[src/rtl/alu_pkg.sv]
`default_nettype none
// ============================================================================
//  Module   : alu_pkg
//  Purpose  : Shared opcode encoding and default datapath width for the ALU.
//  Revision : 1.0 - initial release
// ============================================================================
package alu_pkg;

  localparam int DEFAULT_WIDTH = 4;

  // Opcode encoding; all eight codes are meaningful.
  typedef enum logic [2:0] {
    OP_ADD = 3'b000,
    OP_SUB = 3'b001,
    OP_AND = 3'b010,
    OP_OR  = 3'b011,
    OP_XOR = 3'b100,
    OP_NOT = 3'b101,
    OP_SHL = 3'b110,
    OP_SHR = 3'b111
  } alu_op_t;

endpackage : alu_pkg
`default_nettype wire

[src/rtl/alu_core.sv]
`default_nettype none
// ============================================================================
//  Module   : alu_core
//  Purpose  : Combinational ALU function: next result and carry/borrow/
//             shift-out bit from two operands and an opcode.
//  Revision : 1.0 - initial release
// ============================================================================
module alu_core
  import alu_pkg::*;
#(
  parameter int WIDTH = DEFAULT_WIDTH
) (
  input  logic [WIDTH-1:0] i_a,
  input  logic [WIDTH-1:0] i_b,
  input  logic [2:0]       i_sel,
  output logic [WIDTH-1:0] o_result,
  output logic             o_carry
);

  logic [WIDTH:0] w_sum;
  logic [WIDTH:0] w_diff;

  // Extended-width add/subtract; the top bit is carry or borrow respectively.
  always_comb begin
    w_sum  = {1'b0, i_a} + {1'b0, i_b};
    w_diff = {1'b0, i_a} - {1'b0, i_b};
  end

  // Opcode decode; the default arm keeps the outputs at a known 0/0.
  always_comb begin
    o_result = '0;
    o_carry  = 1'b0;
    case (alu_op_t'(i_sel))
      OP_ADD: begin
        o_result = w_sum[WIDTH-1:0];
        o_carry  = w_sum[WIDTH];
      end
      OP_SUB: begin
        o_result = w_diff[WIDTH-1:0];
        o_carry  = w_diff[WIDTH];
      end
      OP_AND: o_result = i_a & i_b;
      OP_OR:  o_result = i_a | i_b;
      OP_XOR: o_result = i_a ^ i_b;
      OP_NOT: o_result = ~i_a;
      OP_SHL: begin
        o_result = {i_a[WIDTH-2:0], 1'b0};
        o_carry  = i_a[WIDTH-1];
      end
      OP_SHR: begin
        o_result = {1'b0, i_a[WIDTH-1:1]};
        o_carry  = i_a[0];
      end
      default: begin
        o_result = '0;
        o_carry  = 1'b0;
      end
    endcase
  end

endmodule : alu_core
`default_nettype wire

[src/rtl/alu.sv]
`default_nettype none
// ============================================================================
//  Module   : alu
//  Purpose  : Registered ALU execute stage, one-cycle latency, new operation
//             accepted every cycle, synchronous active-high reset.
//  Revision : 1.0 - initial release
// ============================================================================
module alu
  import alu_pkg::*;
#(
  parameter int WIDTH = DEFAULT_WIDTH
) (
  input  logic             clk,
  input  logic             rst,
  input  logic [WIDTH-1:0] A,
  input  logic [WIDTH-1:0] B,
  input  logic [2:0]       SEL,
  output logic [WIDTH-1:0] RESULT,
  output logic             CARRY
);

  logic [WIDTH-1:0] w_next_result;
  logic             w_next_carry;
  logic [WIDTH-1:0] result_d;
  logic [WIDTH-1:0] result_q;
  logic             carry_d;
  logic             carry_q;

  alu_core #(
    .WIDTH (WIDTH)
  ) u_core (
    .i_a      (A),
    .i_b      (B),
    .i_sel    (SEL),
    .o_result (w_next_result),
    .o_carry  (w_next_carry)
  );

  // Next-state values are simply the combinational ALU outputs.
  always_comb begin
    result_d = w_next_result;
    carry_d  = w_next_carry;
  end

  // Output register; reset takes priority over the operation in that cycle.
  always_ff @(posedge clk) begin
    if (rst) begin
      result_q <= '0;
      carry_q  <= 1'b0;
    end else begin
      result_q <= result_d;
      carry_q  <= carry_d;
    end
  end

  assign RESULT = result_q;
  assign CARRY  = carry_q;

endmodule : alu
`default_nettype wire

[config.mk]
export PLATFORM = sky130hd
export DESIGN_NAME = alu
export DESIGN_NICKNAME = d
export VERILOG_FILES = /design/src/rtl/alu_pkg.sv /design/src/rtl/alu_core.sv /design/src/rtl/alu.sv
export SDC_FILE = /design/constraint.sdc
export NUM_CORES = 1
export LEC_CHECK = 0
export BUFFER_PORTS_ARGS = -buffer_cell sky130_fd_sc_hd__buf_2
export CAP_MARGIN = 20
export CORE_MARGIN = 3
export CORE_UTILIZATION = 45
export DETAILED_ROUTE_END_ITERATION = 10
export PLACE_DENSITY = 0.75
export SYNTH_ARGS = -nofsm -noshare
export SYNTH_HDL_FRONTEND = slang
export SYNTH_SLANG_ARGS = --single-unit
[constraint.sdc]
create_clock -name clk -period 1.7 [get_ports clk]
set_clock_uncertainty 0.1 [all_clocks]
set_input_delay 0.255 -clock clk [delete_from_list [all_inputs] [get_ports clk]]
set_output_delay 0.255 -clock clk [all_outputs]
set_load 0.05 [all_outputs]
======== Yosys cells after proc, flatten, opt, wreduce, memory -nomap -nowiden ========
Cells that the tools add are included.
word-level totals
  flip-flop bits (word level) ............. 5
  input bits .............................. 13
  output and inout bits ................... 5
cells by class
  add/subtract/negate cells ............... 2
  equality and inequality tests ........... 7
  mux-type cells .......................... 2
  bitwise gates (word level) .............. 4
  reduce and logical (&&, ||, !) cells .... 1
operators with widths
  operator            number
  $pmux 4 s8          1
  $eq 3x3->1 const B  4
  $eq 3x2->1 const B  2
  $add 4x4->5         1
  $sub 4x4->5         1
  $and 4x4->4         1
  $not 4->4           1
  $or 4x4->4          1
  $pmux 1 s4          1
  $xor 4x4->4         1
  $eq 3x1->1 const B  1
  $logic_not 3->1     1

======== Depth between registers and ports, before layout ========
Gate-level depths: netlist of run 1.
  depth in word-level cells ............... 2
  mapped depth ............................ 8
  gate-level depth less buffers ........... 8

======== Modules after synthesis ========
From an unflattened synthesis of run 1, not the netlist that was laid out.
second synthesis, totals
  cell total of the unflattened synthesis .. 101
  area, all modules ....................... 767.0 µm²
by module, submodules not included
  module    instances  cells an instance  area an instance (µm²)  sequential area each (µm²)
  alu_core  1          91                 635.6                   0.0
  alu       1          10                 131.4                   100.1

======== Least setup slack after synthesis of run 1 ========
Ideal clock, no wire load.
  path type ............................... in2reg
  start point ............................. input port A[0]
  end point ............................... register result_q[2] (netlist: RESULT[2])
  arrival time ............................ 1.464 ns
  slack ................................... 0.040 ns
  stages on the path ...................... 8
  path buffers ............................ 0
  cell sequence ........................... inv_1 ha_1 inv_1 fa_1 xnor2_1 o21ai_0 o2bb2ai_1 a221oi_1
between the ends
  longest elaborated chain between the ends .. 2
ends and longest elaborated chain
  what                                        line                            text
  from (decl)                                 alu.sv:15                       input logic [WIDTH-1:0] A,
  $sub 4x4->5 or $add 4x4->5 (tied branches)  alu_core.sv:26, alu_core.sv:25
  $pmux 4 s8 (*)                              alu_core.sv:33                  case (alu_op_t'(i_sel))
  to (signal assigned)                        alu.sv:51                       result_q <= result_d;
  to (decl)                                   alu.sv:25                       logic [WIDTH-1:0] result_q;
Mark *: on every way between the ends. The rest lies on a longest branch, timed or not.
A chain may end at the register's enable or synchronous reset.

======== Final worst setup path of run 1 ========
  start point ............................. input port A[0]
  end point ............................... register carry_q (netlist: CARRY)
between the ends
  longest elaborated chain between the ends .. 2
ends and longest elaborated chain
  what                                        line                            text
  $sub 4x4->5 or $add 4x4->5 (tied branches)  alu_core.sv:26, alu_core.sv:25
  $pmux 1 s4 (*)                              alu_core.sv:33
  to (signal assigned)                        alu.sv:52                       carry_q <= carry_d;
  to (decl)                                   alu.sv:27                       logic carry_q;
Marks and branches as above.

==> flow_summary.ini, run 1 <==
[cells_and_area]
regArea_um2 = 100
multi_input_area_um2 = 629
area_delta_synth_final_pct = 26.3
insertedDiodeCount = 0
fill_cells = 128
nNetsFinal = 157
drive_gt1_share_pct = 31.8

[grt]
grt_max_degree = 23
grtUsageTotal_pct = 18.2
grt.busiest_layer = met2
grt_pass1_vias = 724
use_met1_pct = 22.8
grt_overflow = 0
grt_pass1_wl_um = 3020
use_met2_pct = 30.1
antenna_found_initial = 0
grtUsageMet3_pct = 2.26

[clock_network]
cts_htree_levels = 1
hold_buffers = 0
clk_pin_slew_ns = 0.04
clkSinkCount = 5
clockBufferDepth = 2
cts-root-buf = clkbuf_4
cts-buffers-inserted = 3
cts_tree = built

[status]
status = finished clean

[floorplanning]
die_w_um = 47.9
core_area_um2 = 1580
initial_core_util_pct = 50.0
io-pin-count = 18
die_h_um = 47.9
row_count = 14
dieArea_um2 = 2290

[synthesis]
synth_nets = 129
synth_seq_cells = 5
netlist_area_um2 = 788
ys_types = 38
yosysWarnings = 0
ys_seq_area_share_pct = 12.7
syn_area_per_cell_um2 = 7.73
synth_cells = 102

[worst_setup_path]
critPathLaunchType = primary input
cp_data_arrival_time_ns = 1.61
path_class = in2reg
crit_required_ns = 1.72
startpoint = A[0]
crit_path_end_kind = flop
crit_fanout = 4

[route]
wire_per_inst_um = 13.4
ant_nets = 0
routed_wl_um = 1950
drc = 0
vias = 838
via_per_inst = 5.78
drt_iter0_drc = 32
firstDrtPassIters = 4

[min_path]
hold_class = in2reg
worstHoldStart = rst
min_path_cells = 2

[flow_run]
maxCapViolCount = 0

[place]
numPortBuffers = 17
place_hpwl_um = 1480
globalplace.congestion = 0.840

[sta]
whs_ns = 0.162
maxSlewHeadroom_pct = 72.3
report.final.slew_viol_count = 0
rsz0062_at_grt = false
layout_worst_path_cycle_share_pct = 93.6
max_freq_ghz = 0.628
hold_violations = 0
finalCriticalPeriod_ns = 1.59
finalSetupViolations = 0
worst_pin_slew_ns = 0.412

[power]
power.leakage_uw = 0.000485
totalPowerFinal_uw = 527
p_per_area_nw_per_um2 = 530
peakVddDrop_uv = 254
-- critical path, stage by stage --
cell and delay (ns):
buf_2 0.11, buf_4 0.14, ha_1 0.21, inv_1 0.08, fa_1 0.20, nor2b_1 0.05
o21a_1 0.16, o311ai_1 0.27, a31oi_1 0.12
-- through the flow --
stage	worst slack, ns	area, µm²	std cells	utilization, %	setup TNS, ns
after floorplan	0.0404	788	102	-	0
after global placement	-0.145	927	139	58.8	-0.413
after detailed placement	-0.242	927	139	58.8	-0.544
after CTS	0.00699	953	143	60.5	0
after global routing	0.00131	996	145	63.2	0
final	0.108	996	145	63.2	0
-- cell usage after synthesis --
cell type	n	area (µm²)
a211oi_1	1	7.51
a21oi_1	4	20.0
a221oi_1	2	17.5
a22oi_1	1	7.51
a2bb2oi_1	1	8.76
a311oi_1	1	8.76
a31oi_1	3	18.8
buf_2	3	15.0
buf_4	1	7.51
buf_6	1	11.3
dfxtp_1	5	100
fa_1	2	40.0
ha_1	12	150
inv_1	13	48.8
inv_2	1	3.75
mux2i_1	1	10.0
nand2_1	6	22.5
nand2b_1	5	31.3
nand2b_2	2	17.5
nand3_1	1	5.00
nand3b_1	4	30.0
nor2_1	6	22.5
nor2b_1	2	12.5
nor3_1	3	15.0
o211a_1	2	20.0
o211ai_1	1	7.51
o21a_1	1	7.51
o21ai_0	4	20.0
o21ai_1	4	20.0
o221ai_1	1	8.76
o22ai_1	1	6.26
o2bb2ai_1	1	8.76
o311ai_0	1	8.76
o311ai_1	1	8.76
o311ai_2	1	16.3
or3_1	1	6.26
xnor2_1	1	8.76
xor2_1	1	8.76
-- final cells by class --
cell class                      count  area share [%]
Multi-Input combinational cell     78            63.2
Inverter                           14            5.28
Tap cell                           16            2.01
Sequential cell                     5            10.1
Timing Repair Buffer               28            16.8
Clock buffer                        4            2.64
-- layer usage --
layer	part of all wire [%]	wire [µm]	vias to the layer above
met5	0	0	-
met4	2.1	41	0
met3	6.7	131	6
met2	49	956	47
met1	42	814	370
li1	-	-	415
-- path summary, 6_finish.rpt --
check                    to  slack, ns
max        CARRY$_SDFF_PP0_       0.11
min    RESULT[1]$_SDFF_PP0_       0.16
-- placed cells by master (no fill, tap or decap), drive strengths merged, types with 2 or more instances in the layout --
cell and count:
inv 14, ha 12, fa 2, a31oi 3, nor3 3, clkbuf 4, o311ai 3, nor2b 2
nand3b 4, a221oi 2, nor2 6, nand2b 7, buf 28, nand2 6, dfxtp 5, a21oi 4
o21ai 8, o211a 2
-- report_power, final --
part,switching (µW),total (µW),leakage (µW),internal (µW)
Clock,49.5,138,0.0000150,88.8
Combinational,157,259,0.000429,102
Sequential,1.78,130,0.0000415,128
-- cell families after synthesis --
group           count (synthesis)  synth area share, %
compound gates                 31                 28.1
xor+xnor                        2                 2.22
fa+ha+maj                      14                 24.1
buf+inv                        19                 11.0
flops                           5                 12.7
mux                             1                 1.27
simple gates                   30                 20.6
-- state kept, by name, summed over array words and instances (netlist names) --
| name | flops |
|---|---|
| RESULT | 4 |
| CARRY | 1 |
-- repair_timing --
| item | CTS | global route |
|---|---|---|
| buffers inserted | 0 | 2 |
| setup endpoints to repair | 0 | 2 |
| hold endpoints to repair | 0 | 0 |
| resized for setup | 0 | 7 |
Power figures use the tool's default switching activity.
==> run 2: changes to the inputs <==
- CORE_UTILIZATION: 45 -> 47
- PLACE_DENSITY: 0.75 -> 0.78
==> flow_summary.ini, run 2 (same netlist as run 1, synthesis figures left out) <==
[floorplanning]
die_w_um = 47.0
dieArea_um2 = 2200
die_h_um = 47.0
io-pin-count = 18
row_count = 14
core_area_um2 = 1540
initial_core_util_pct = 51.1

[route]
ant_nets = 0
drt_iter0_drc = 32
vias = 846
firstDrtPassIters = 4
drc = 0
routed_wl_um = 1970
via_per_inst = 5.88
wire_per_inst_um = 13.7

[cells_and_area]
fill_cells = 128
final_common_cell = buf_2
fin_area_um2 = 1010
largest_reg_flops = 4
area_delta_synth_final_pct = 28.4
insertedDiodeCount = 0
drive_gt1_share_pct = 33.6
stdcell_count = 144
layout_common_cells = buf_2 (16), inv_1 (11), ha_1 (10), buf_4 (10)
nNetsFinal = 156

[clock_network]
cts-root-buf = clkbuf_4
clk_pin_slew_ns = 0.04
cts_htree_levels = 1
clkSinkCount = 5
cts_tree = built
hold_buffers = 0
cts-buffers-inserted = 3
clockBufferDepth = 2

[grt]
grt_overflow = 0
grt_max_degree = 23
grtUsageTotal_pct = 19.4
grt_pass1_wl_um = 3170
grt_pass1_vias = 737
antenna_found_initial = 0

[worst_setup_path]
path_class = in2reg
crit_fanout = 2
crit_required_ns = 1.74
cp_data_arrival_time_ns = 1.68
crit_path_end_kind = flop
critPathLaunchType = primary input

[place]
numPortBuffers = 17
placed_cells = 139
place_ws_ns = -0.263
globalplace.congestion = 0.874
place_hpwl_um = 1440
place_area_um2 = 927

[min_path]
hold_class = in2reg

[power]
power.leakage_uw = 0.000487
p_per_area_nw_per_um2 = 527
peakVddDrop_uv = 205

[flow_run]
maxCapViolCount = 0

[sta]
maxSlewHeadroom_pct = 74.5
worst_slack_ns = 0.0508
whs_ns = 0.173
report.final.slew_viol_count = 0
finalSetupViolations = 0
finalCriticalPeriod_ns = 1.65
max_freq_ghz = 0.606
layout_worst_path_cycle_share_pct = 97.0
worst_pin_slew_ns = 0.379
hold_violations = 0

[status]
status = finished clean
==> run 2: layer usage <==
layer	vias up	part of all wire, %	GRT usage (%)
li1	412	-	-
met1	375	40	26.8
met2	55	50	31.7
met3	4	8.6	1.53
met4	0	1.6	6.08
met5	-	0	0
==> run 2: timing repair <==
action / in CTS / in global routing
gates resized for setup: 1 / 11
endpoints found under the hold margin: 0 / 0
endpoints found under the setup margin: 1 / 2
cloned: 0 / 0
setup buffers: 0 / 1
pin swaps: 1 / 6
==> run 2: critical path, cell delays in order <==
cell	delay, ns
buf_6	0.09
inv_2	0.06
ha_4	0.13
inv_2	0.04
fa_2	0.40
xnor2_2	0.16
o21ai_1	0.09
o2bb2ai_1	0.14
a221oi_2	0.30
==> run 2: layout make-up <==
| class | count | area (µm²) | area share [%] |
|---|---|---|---|
| repair buffers | 27 | 166 | 16.4 |
| clock buffers | 4 | 26.3 | 2.60 |
| flip-flops and latches | 5 | 100 | 9.89 |
| multi-input cells | 78 | 647 | 63.9 |
| inverters | 14 | 52.6 | 5.19 |
| well taps | 16 | 20.0 | 1.98 |
==> run 2: final timing paths <==
kind | startpoint | end | slack, ns | cells past startpoint
max | A[0] | RESULT[2]$_SDFF_PP0_ | 0.05 | 9
min | rst | RESULT[1]$_SDFF_PP0_ | 0.17 | 2
==> run 2: power breakdown <==
part / internal (µW) / switching (µW) / total, µW
Sequential: 128 / 1.94 / 130
Clock: 88.5 / 45.6 / 134
Combinational: 107 / 161 / 269
Total: 324 / 209 / 533
==> run 2: per-stage QoR <==
step | setup TNS, ns | total power [µW] | utilization, %
4_1_cts | 0 | 512 | 62.3
2_1_floorplan | 0 | 302 | -
3_5_place_dp | -0.572 | 373 | 60.1
6_report | 0 | 533 | 65.7
5_1_grt | -0.00401 | 574 | 65.7
3_3_place_gp | -0.326 | 368 | 60.1
